[src/rtl/tone_seq_pkg.sv]
// Shared definitions for the tone sequencer: playback state encoding and
// default parameter values.
package tone_seq_pkg;

    typedef enum logic {
        IDLE = 1'b0,
        PLAY = 1'b1
    } state_t;

    localparam int DEF_ENTRY_W     = 8;
    localparam int DEF_DEPTH       = 10;
    localparam int DEF_STEP_CYCLES = 1000;

endpackage

[src/rtl/tone_div.sv]
// Half-period divider: toggles tone every `half` clocks after a reload.
// A zero half-period is a rest and holds tone low.
module tone_div #(
    parameter int W = 8
) (
    input  logic         clk,
    input  logic         rst_n,
    input  logic         reload,
    input  logic [W-1:0] half,
    output logic         tone
);

    logic [W-1:0] cnt;

    // The half-period is sampled only on reload or on a toggle, so a table
    // write never disturbs a count already in progress.
    always_ff @(posedge clk or negedge rst_n) begin
        if (!rst_n) begin
            cnt  <= '0;
            tone <= 1'b0;
        end else if (reload) begin
            cnt  <= half;
            tone <= 1'b0;
        end else if (cnt == W'(1)) begin
            cnt  <= half;
            tone <= ~tone;
        end else if (cnt != '0) begin
            cnt  <= cnt - 1'b1;
        end
    end

endmodule

[src/rtl/tone_seq.sv]
// Tone sequencer: plays a DEPTH-entry table of half-periods, STEP_CYCLES
// clocks per entry. Define TONE_SEQ_LOOP_EN to add the `loop` input.
module tone_seq
    import tone_seq_pkg::*;
#(
    parameter  int ENTRY_W     = DEF_ENTRY_W,
    parameter  int DEPTH       = DEF_DEPTH,
    parameter  int STEP_CYCLES = DEF_STEP_CYCLES,
    localparam int ADDR_W      = $clog2(DEPTH)
) (
    input  logic               clk,
    input  logic               rst_n,
    input  logic               start,
    input  logic               stop,
`ifdef TONE_SEQ_LOOP_EN
    input  logic               loop,
`endif
    input  logic               wr_en,
    input  logic [ADDR_W-1:0]  wr_addr,
    input  logic [ENTRY_W-1:0] wr_data,
    output logic               busy,
    output logic [ADDR_W-1:0]  step,
    output logic               tone_out,
    output logic               done
);

    localparam int                TMR_W     = $clog2(STEP_CYCLES);
    localparam logic [TMR_W-1:0]  LAST_TICK = TMR_W'(STEP_CYCLES - 1);
    localparam logic [ADDR_W-1:0] LAST_STEP = ADDR_W'(DEPTH - 1);
    localparam logic [ADDR_W:0]   DEPTH_L   = (ADDR_W + 1)'(DEPTH);

    state_t             state, state_nxt;
    logic [ADDR_W-1:0]  step_q, step_nxt;
    logic [TMR_W-1:0]   timer, timer_nxt;
    logic               done_nxt;
    logic               reload;
    logic               loop_on;
    logic [ENTRY_W-1:0] table_q [DEPTH];

`ifdef TONE_SEQ_LOOP_EN
    assign loop_on = loop;
`else
    assign loop_on = 1'b0;
`endif

    always_ff @(posedge clk or negedge rst_n) begin
        if (!rst_n) begin
            for (int i = 0; i < DEPTH; i++) begin
                table_q[i] <= '0;
            end
        end else if (wr_en && ({1'b0, wr_addr} < DEPTH_L)) begin
            table_q[wr_addr] <= wr_data;
        end
    end

    always_ff @(posedge clk or negedge rst_n) begin
        if (!rst_n) begin
            state  <= IDLE;
            step_q <= '0;
            timer  <= '0;
            done   <= 1'b0;
        end else begin
            state  <= state_nxt;
            step_q <= step_nxt;
            timer  <= timer_nxt;
            done   <= done_nxt;
        end
    end

    // The divider is held in reload while idle so tone stays low and it is
    // already primed with entry 0 when playback begins.
    always_comb begin
        state_nxt = state;
        step_nxt  = step_q;
        timer_nxt = timer;
        done_nxt  = 1'b0;
        reload    = 1'b0;
        case (state)
            IDLE: begin
                reload    = 1'b1;
                step_nxt  = '0;
                timer_nxt = '0;
                if (start && !stop) begin
                    state_nxt = PLAY;
                end
            end
            PLAY: begin
                if (stop) begin
                    state_nxt = IDLE;
                    step_nxt  = '0;
                    timer_nxt = '0;
                    reload    = 1'b1;
                end else if (timer == LAST_TICK) begin
                    timer_nxt = '0;
                    reload    = 1'b1;
                    if (step_q != LAST_STEP) begin
                        step_nxt = step_q + 1'b1;
                    end else if (loop_on) begin
                        step_nxt = '0;
                    end else begin
                        state_nxt = IDLE;
                        step_nxt  = '0;
                        done_nxt  = 1'b1;
                    end
                end else begin
                    timer_nxt = timer + 1'b1;
                end
            end
            default: state_nxt = IDLE;
        endcase
    end

    // step_nxt equals step_q except on a step change, so this feeds the
    // current entry to mid-step toggles and the new entry on a boundary.
    tone_div #(.W(ENTRY_W)) u_div (
        .clk    (clk),
        .rst_n  (rst_n),
        .reload (reload),
        .half   (table_q[step_nxt]),
        .tone   (tone_out)
    );

    assign busy = (state == PLAY);
    assign step = step_q;

endmodule

[config.mk]
export PLATFORM = sky130hd
export DESIGN_NAME = tone_seq
export DESIGN_NICKNAME = d
export VERILOG_FILES = /design/src/rtl/tone_seq_pkg.sv /design/src/rtl/tone_div.sv /design/src/rtl/tone_seq.sv
export SDC_FILE = /design/constraint.sdc
export NUM_CORES = 1
export LEC_CHECK = 0
export ABC_CLOCK_PERIOD_IN_PS = 3050
export BUFFER_PORTS_ARGS = -buffer_cell sky130_fd_sc_hd__buf_2
export CAP_MARGIN = 20
export CORE_UTILIZATION = 50
export CTS_CLUSTER_DIAMETER = 100
export DETAILED_ROUTE_END_ITERATION = 6
export PLACE_DENSITY = 0.78
export SLEW_MARGIN = 20
export SYNTH_ARGS = -nofsm -noshare
export SYNTH_HDL_FRONTEND = slang
export SYNTH_HIERARCHICAL = 1
export SYNTH_SLANG_ARGS = --single-unit
[constraint.sdc]
create_clock -name clk -period 3.05 [get_ports clk]
set_clock_uncertainty 0.15 [all_clocks]
set_input_delay 0.4575 -clock clk [delete_from_list [all_inputs] [get_ports clk]]
set_output_delay 0.4575 -clock clk [all_outputs]
set_load 0.005 [all_outputs]
; After elaboration in Yosys (flattened, before gate mapping)
; Index checks and enable logic that the tools add are counted.
[word_totals]
wordCells = 67
regBits = 105
input_bits = 17
output_inout_bits = 7
[classes]
reduce_logical = 7
n_eq_ne = 3
n_bitwise = 4
n_mux = 30
add_sub_neg = 3
magnitude_cmp = 4
[ops]
columns = op, n
row1 = $bwmux W80, 1
row2 = $mux W8, 6
row3 = $bmux W8 S4, 1
row4 = $demux W8 S4, 1
row5 = $mux W10, 2
row6 = $pmux W10 S2, 1
row7 = $mux W1, 12
row8 = $mux W4, 3
row9 = $add A10 B1 Y10 const B, 1
row10 = $eq A10 B10 Y1 const B, 1
row11 = $ge A5 B5 Y1 const B, 2
row12 = $not A4 Y5, 2
row13 = $eq A8 B1 Y1 const B, 1
row14 = $pmux W4 S2, 1
row15 = $reduce_bool A8 Y1, 1
row16 = $sub A8 B1 Y8 const B, 1
row17 = $lt A5 B1 Y1 const B, 1
row18 = $add A4 B1 Y4 const B, 1
row19 = $lt A4 B4 Y1 const B, 1
row20 = $ne A4 B4 Y1 const B, 1
row21 = $pmux W1 S2, 2
row22 = $logic_and A1 B1 Y1, 3
row23 = $reduce_bool A3 Y1, 1
row24 = $not A1 Y1, 2
row25 = other kinds (2), 2

; Logic depth before layout (Yosys ltp)
[logic_depth]
ltp_word = 11
depth_mapped = 12
depth_no_buf = 11

; Hierarchy
; The synthesis kept the hierarchy.
[modules_own_cells]
columns = mod, seq_area_each_um2, area_per_inst_um2, n_inst, cells_each
row1 = tone_seq, 2402.3, 4714.5, 1, 388
row2 = tone_div, 225.2, 541.8, 1, 57

; Worst setup path after synthesis
; OpenSTA, ideal clock, no wires.
[synth_timing]
path_kind = flip-flop to flip-flop
startpoint = register timer[0]
endpoint = register u_div.cnt[1]
slack_ns = 0.052
setup_time_ns = 0.127
path_buffers = 1
synth_period_minus_slack_ns = 2.998
t_required_ns = 2.773
arrival_time_ns = 2.720
stages_incl_launch_ff = 10
path_cell_list = dfrtp_1 > ha_1 > nand4b_1 > nor3_1 > xnor2_2 > clkbuf_1 > mux2i_1 > o22ai_1 > a311o_1 > mux2_1
[synth_between]
elab_chain_len = 10
elab_cells_between_ends = 14
cone_classes = 1 x eq/ne / 11 x mux / 1 x bitwise / 1 x reduce/logical
[synth_rtl]
columns = element, line
row1 = from (decl), tone_seq.sv:34  ; logic [TMR_W-1:0] timer, timer_nxt;
row2 = from (signal assigned), tone_seq.sv:65  ; timer <= timer_nxt;
row3 = $eq A10 B10 Y1 (*), tone_seq.sv:93  ; end else if (timer == LAST_TICK) begin
row4 = $mux W4, tone_seq.sv:93
row5 = $mux W4, tone_seq.sv:88  ; if (stop) begin
row6 = $pmux W4 S2, tone_seq.sv:78  ; case (state)
row7 = $not A4 Y5 (not written as such), tone_seq.sv:119  ; .half (table_q[step_nxt]),
row8 = $bmux W8 S4, tone_seq.sv:119
row9 = $mux W8 (not written as such) (2 in series), tone_seq.sv:119
row10 = $mux W8, tone_div.sv:24  ; end else if (cnt == W'(1)) begin
row11 = $mux W8, tone_div.sv:21  ; end else if (reload) begin
row12 = to (signal assigned), tone_div.sv:22  ; cnt <= half;
row13 = to (signal assigned), tone_div.sv:25  ; cnt <= half;
row14 = to (signal assigned), tone_div.sv:28  ; cnt <= cnt - 1'b1;
row15 = to (decl), tone_div.sv:13  ; logic [W-1:0] cnt;
; Mark *: on every way between the ends. The rest lies on a longest branch, timed or not. The select of a mux whose other input is x is not followed.
; A chain may end at the register's enable or synchronous reset.

; Final worst setup path
[layout_timing]
startpoint = register timer[1]
endpoint = register u_div.cnt[6]
; Same word-level chain as after synthesis.

==> impl_metrics.ini <==
[status]
status = finished, final reports clean

[worst_setup_path]
rr_startpoint = timer[1]
start_kind = register
crit_start = timer[1]
cp.required_ns = 3.17
worstPathMaxFanout = 6
path_class = reg -> reg
arrival_ns = 2.95
crit_path_end_kind = register
r2r_cells = 9
r2r_setup_slack_ns = 0.22
r2r_end = u_div/cnt[6]
cp-endpoint = u_div/cnt[6]

[min_path]
min_path_type = in -> reg

[layout]
drive_above_1_share = 0.3223
layout.nets = 500
antenna_cells = 0
final_cell_mix = dfrtp_1, mux2_2, mux2i_1, nand2_1, nor2_1
syn2layout_area_growth_pct = 11.28
n_fill_cell = 865
final_common_cell = dfrtp_1

[grt]
grt_pass1_vias = 3695
grt_first_pass_wirelength_mm = 18.51
grtUsageTotal = 0.2204
grt_overflow = 0
grt_max_degree = 64
grt_antenna_before_repair = 0

[place]
gp_congestion = 0.8847
port_buffers = 23
dp_hpwl_mm = 7.849

[routing]
drt-pass1-iter-count = 4
drt_iter0_drc = 214
routed_wl_mm = 11.20
routed-wl-met2_mm = 5.506
met3_length_um = 334
met1_length_mm = 5.077
vias = 3551
antenna_left = 0
top_layer_used = met4
drc = 0
avgRoutedWirePerCell_um = 18.06
via_per_inst = 5.727

[sta]
finalHoldViolations = 0
tightest_slew_ns = 0.6490
post-route-period-util = 0.9294
layout_min_cycle_time_ns = 2.835
max_slew_margin = 0.5660
setup_violations = 0
rsz0062_at_grt = no
slew_violations = 0
clock.fmax_mhz = 352.8
tns_ns = 0

[flow_run]
cap_viol_max_count = 0

[clock_tree]
clk_pin_slew_ns = 0.10
clk_path_buf_depth = 2
cts_tree = yes
cts_num_sinks = 105
cts_root_buf = clkbuf_8
htreeDepth = 3
clkLatencyLatePin_ns = 0.38
cts_made_buffers = 9
cts_setup_buffers = 0

[power_and_ir_drop]
total_power_uw = 3276
p_sw_frac = 0.2884
internal_power_uw = 2331
combPwrFrac = 0.195
p_per_area_nw_per_um2 = 560.0
p_clk_frac = 0.244
seq_power_share = 0.562
ir_drop_uv = 332.6
p_leak_uw = 0.002478
power.switching_uw = 944.7

[floorplanning]
core_area_um2 = 10280
design.portCount = 24
std_cell_rows = 37
dieArea_um2 = 10930
fp.dieW_um = 104.5
chipHeight_um = 104.5
initial_core_util = 0.5114

[logic_synthesis]
synth-simple-area-share = 0.1269
avgSynthCellArea_um2 = 11.81
synth_largest_area_cell = dfrtp_1
yosysWarnings = 6
synth-seq-cells = 105
synthTopCellsByArea = dfrtp_1, mux2_2, mux2i_1
synth_top_family_by_area = multiplexers
synth_fa_ha_area_frac = 0.009522
synth_compound_gate_area_share = 0.05665
synthesis.area_um2 = 5256
synth-xor-area-share = 0.02809
synthDominantCellAreaShare = 0.4999
yosysSeqAreaShare = 0.4999
syn_nets = 466
ys_types = 44
synth_mux_area_frac = 0.2540
netlist_instances = 445
## area by class of cell
type	count	area, um2	area share
clock buffer	9	123.9	0.02118
timing repair buffer	48	327.8	0.05604
clock inverter	7	55.05	0.009412
inverter	6	22.52	0.003850
tap	136	170.2	0.02909
multi-input combinational	309	2522	0.4312
sequential	105	2628	0.4492
## cells by family after synthesis
group | count (synthesis)
compound gates | 43
xor+xnor | 16
fa+ha+maj | 4
buf+inv | 31
flops | 105
mux | 122
simple gates | 124
## power groups by stage
stage	Sequential [uW]	Combinational (uW)	Clock, uW
floorplan	1810	495	0
global placement	1850	613	0
detailed placement	1870	638	0
CTS	1840	641	822
global route	1880	703	857
finish	1840	637	799
## worst min path at each step
stage / from / end / depth (start not counted)
2_1_floorplan: rst_n / busy / 0
3_3_place_gp: table_q[49] / table_q[49] / 1
3_5_place_dp: rst_n / busy / 1
4_1_cts: stop / busy / 2
5_1_grt: stop / busy / 2
6_report: stop / busy / 2
## flip-flops by register name, indices dropped and copies added (netlist names)
name        count
done            1
busy            1
timer          10
u_div/tone      1
step            4
table_q        80
u_div/cnt       8
## per-layer routing
layer,global-route usage,up-vias
met5,0,-
met4,0.09388,0
met3,0.04367,23
met2,0.3685,64
met1,0.2784,1811
li1,-,1653
## synthesized netlist by cell type
cell	number
clkbuf_1	9
mux4_2	1
buf_4	3
and2_1	1
mux2_2	80
nor4_2	1
a31o_2	1
nand2_1	28
a311o_1	8
nand2b_1	23
buf_1	10
inv_2	1
a311oi_1	1
o311ai_0	1
inv_1	5
or4_1	3
nor4_1	3
mux2_1	1
nand4b_1	1
o211ai_1	7
dfrtp_1	105
or4b_1	1
nor2_1	27
nand3b_1	2
xor2_1	9
nor3_1	5
o21ai_1	4
nand4_1	4
xnor2_2	1
ha_1	4
nand3_1	11
o21ai_0	6
a21oi_1	6
nand2_2	1
o22ai_1	8
nor4_4	1
xnor2_1	6
nand4_2	1
buf_2	3
nand3_2	1
nor3b_1	4
nor2b_1	6
a211o_1	1
mux2i_1	40
## stage by stage
stage                     cells    util  setup slack, ns  hold WS, ns  cell area (um2)
final                       620  0.5692           0.2154       0.1185             5849
after detailed placement    603  0.5476           0.1366       0.3357             5628
after floorplan             445       -          0.05237      0.01191             5256
after global placement      603  0.5476           0.1706       0.3280             5628
after CTS                   620  0.5660           0.1071      0.09485             5817
after global routing        620  0.5692          0.04791       0.1149             5849
## repair_timing
item,4_1_cts,5_1_grt
hold buffers,1,0
gates resized for setup,0,7
setup endpoints to repair,0,8
hold endpoints to repair,42,0
## worst max-delay path, cell delays in order (launching register included)
cell and delay (ns):
dfrtp_1 0.38, ha_1 0.17, nand4b_1 0.12, or4_1 0.58, mux2i_4 0.24, buf_6 0.18, mux4_2 0.49, a211o_1 0.30
nand2_1 0.05, o21ai_1 0.06
No activity file was read; power rests on OpenSTA's default activity.
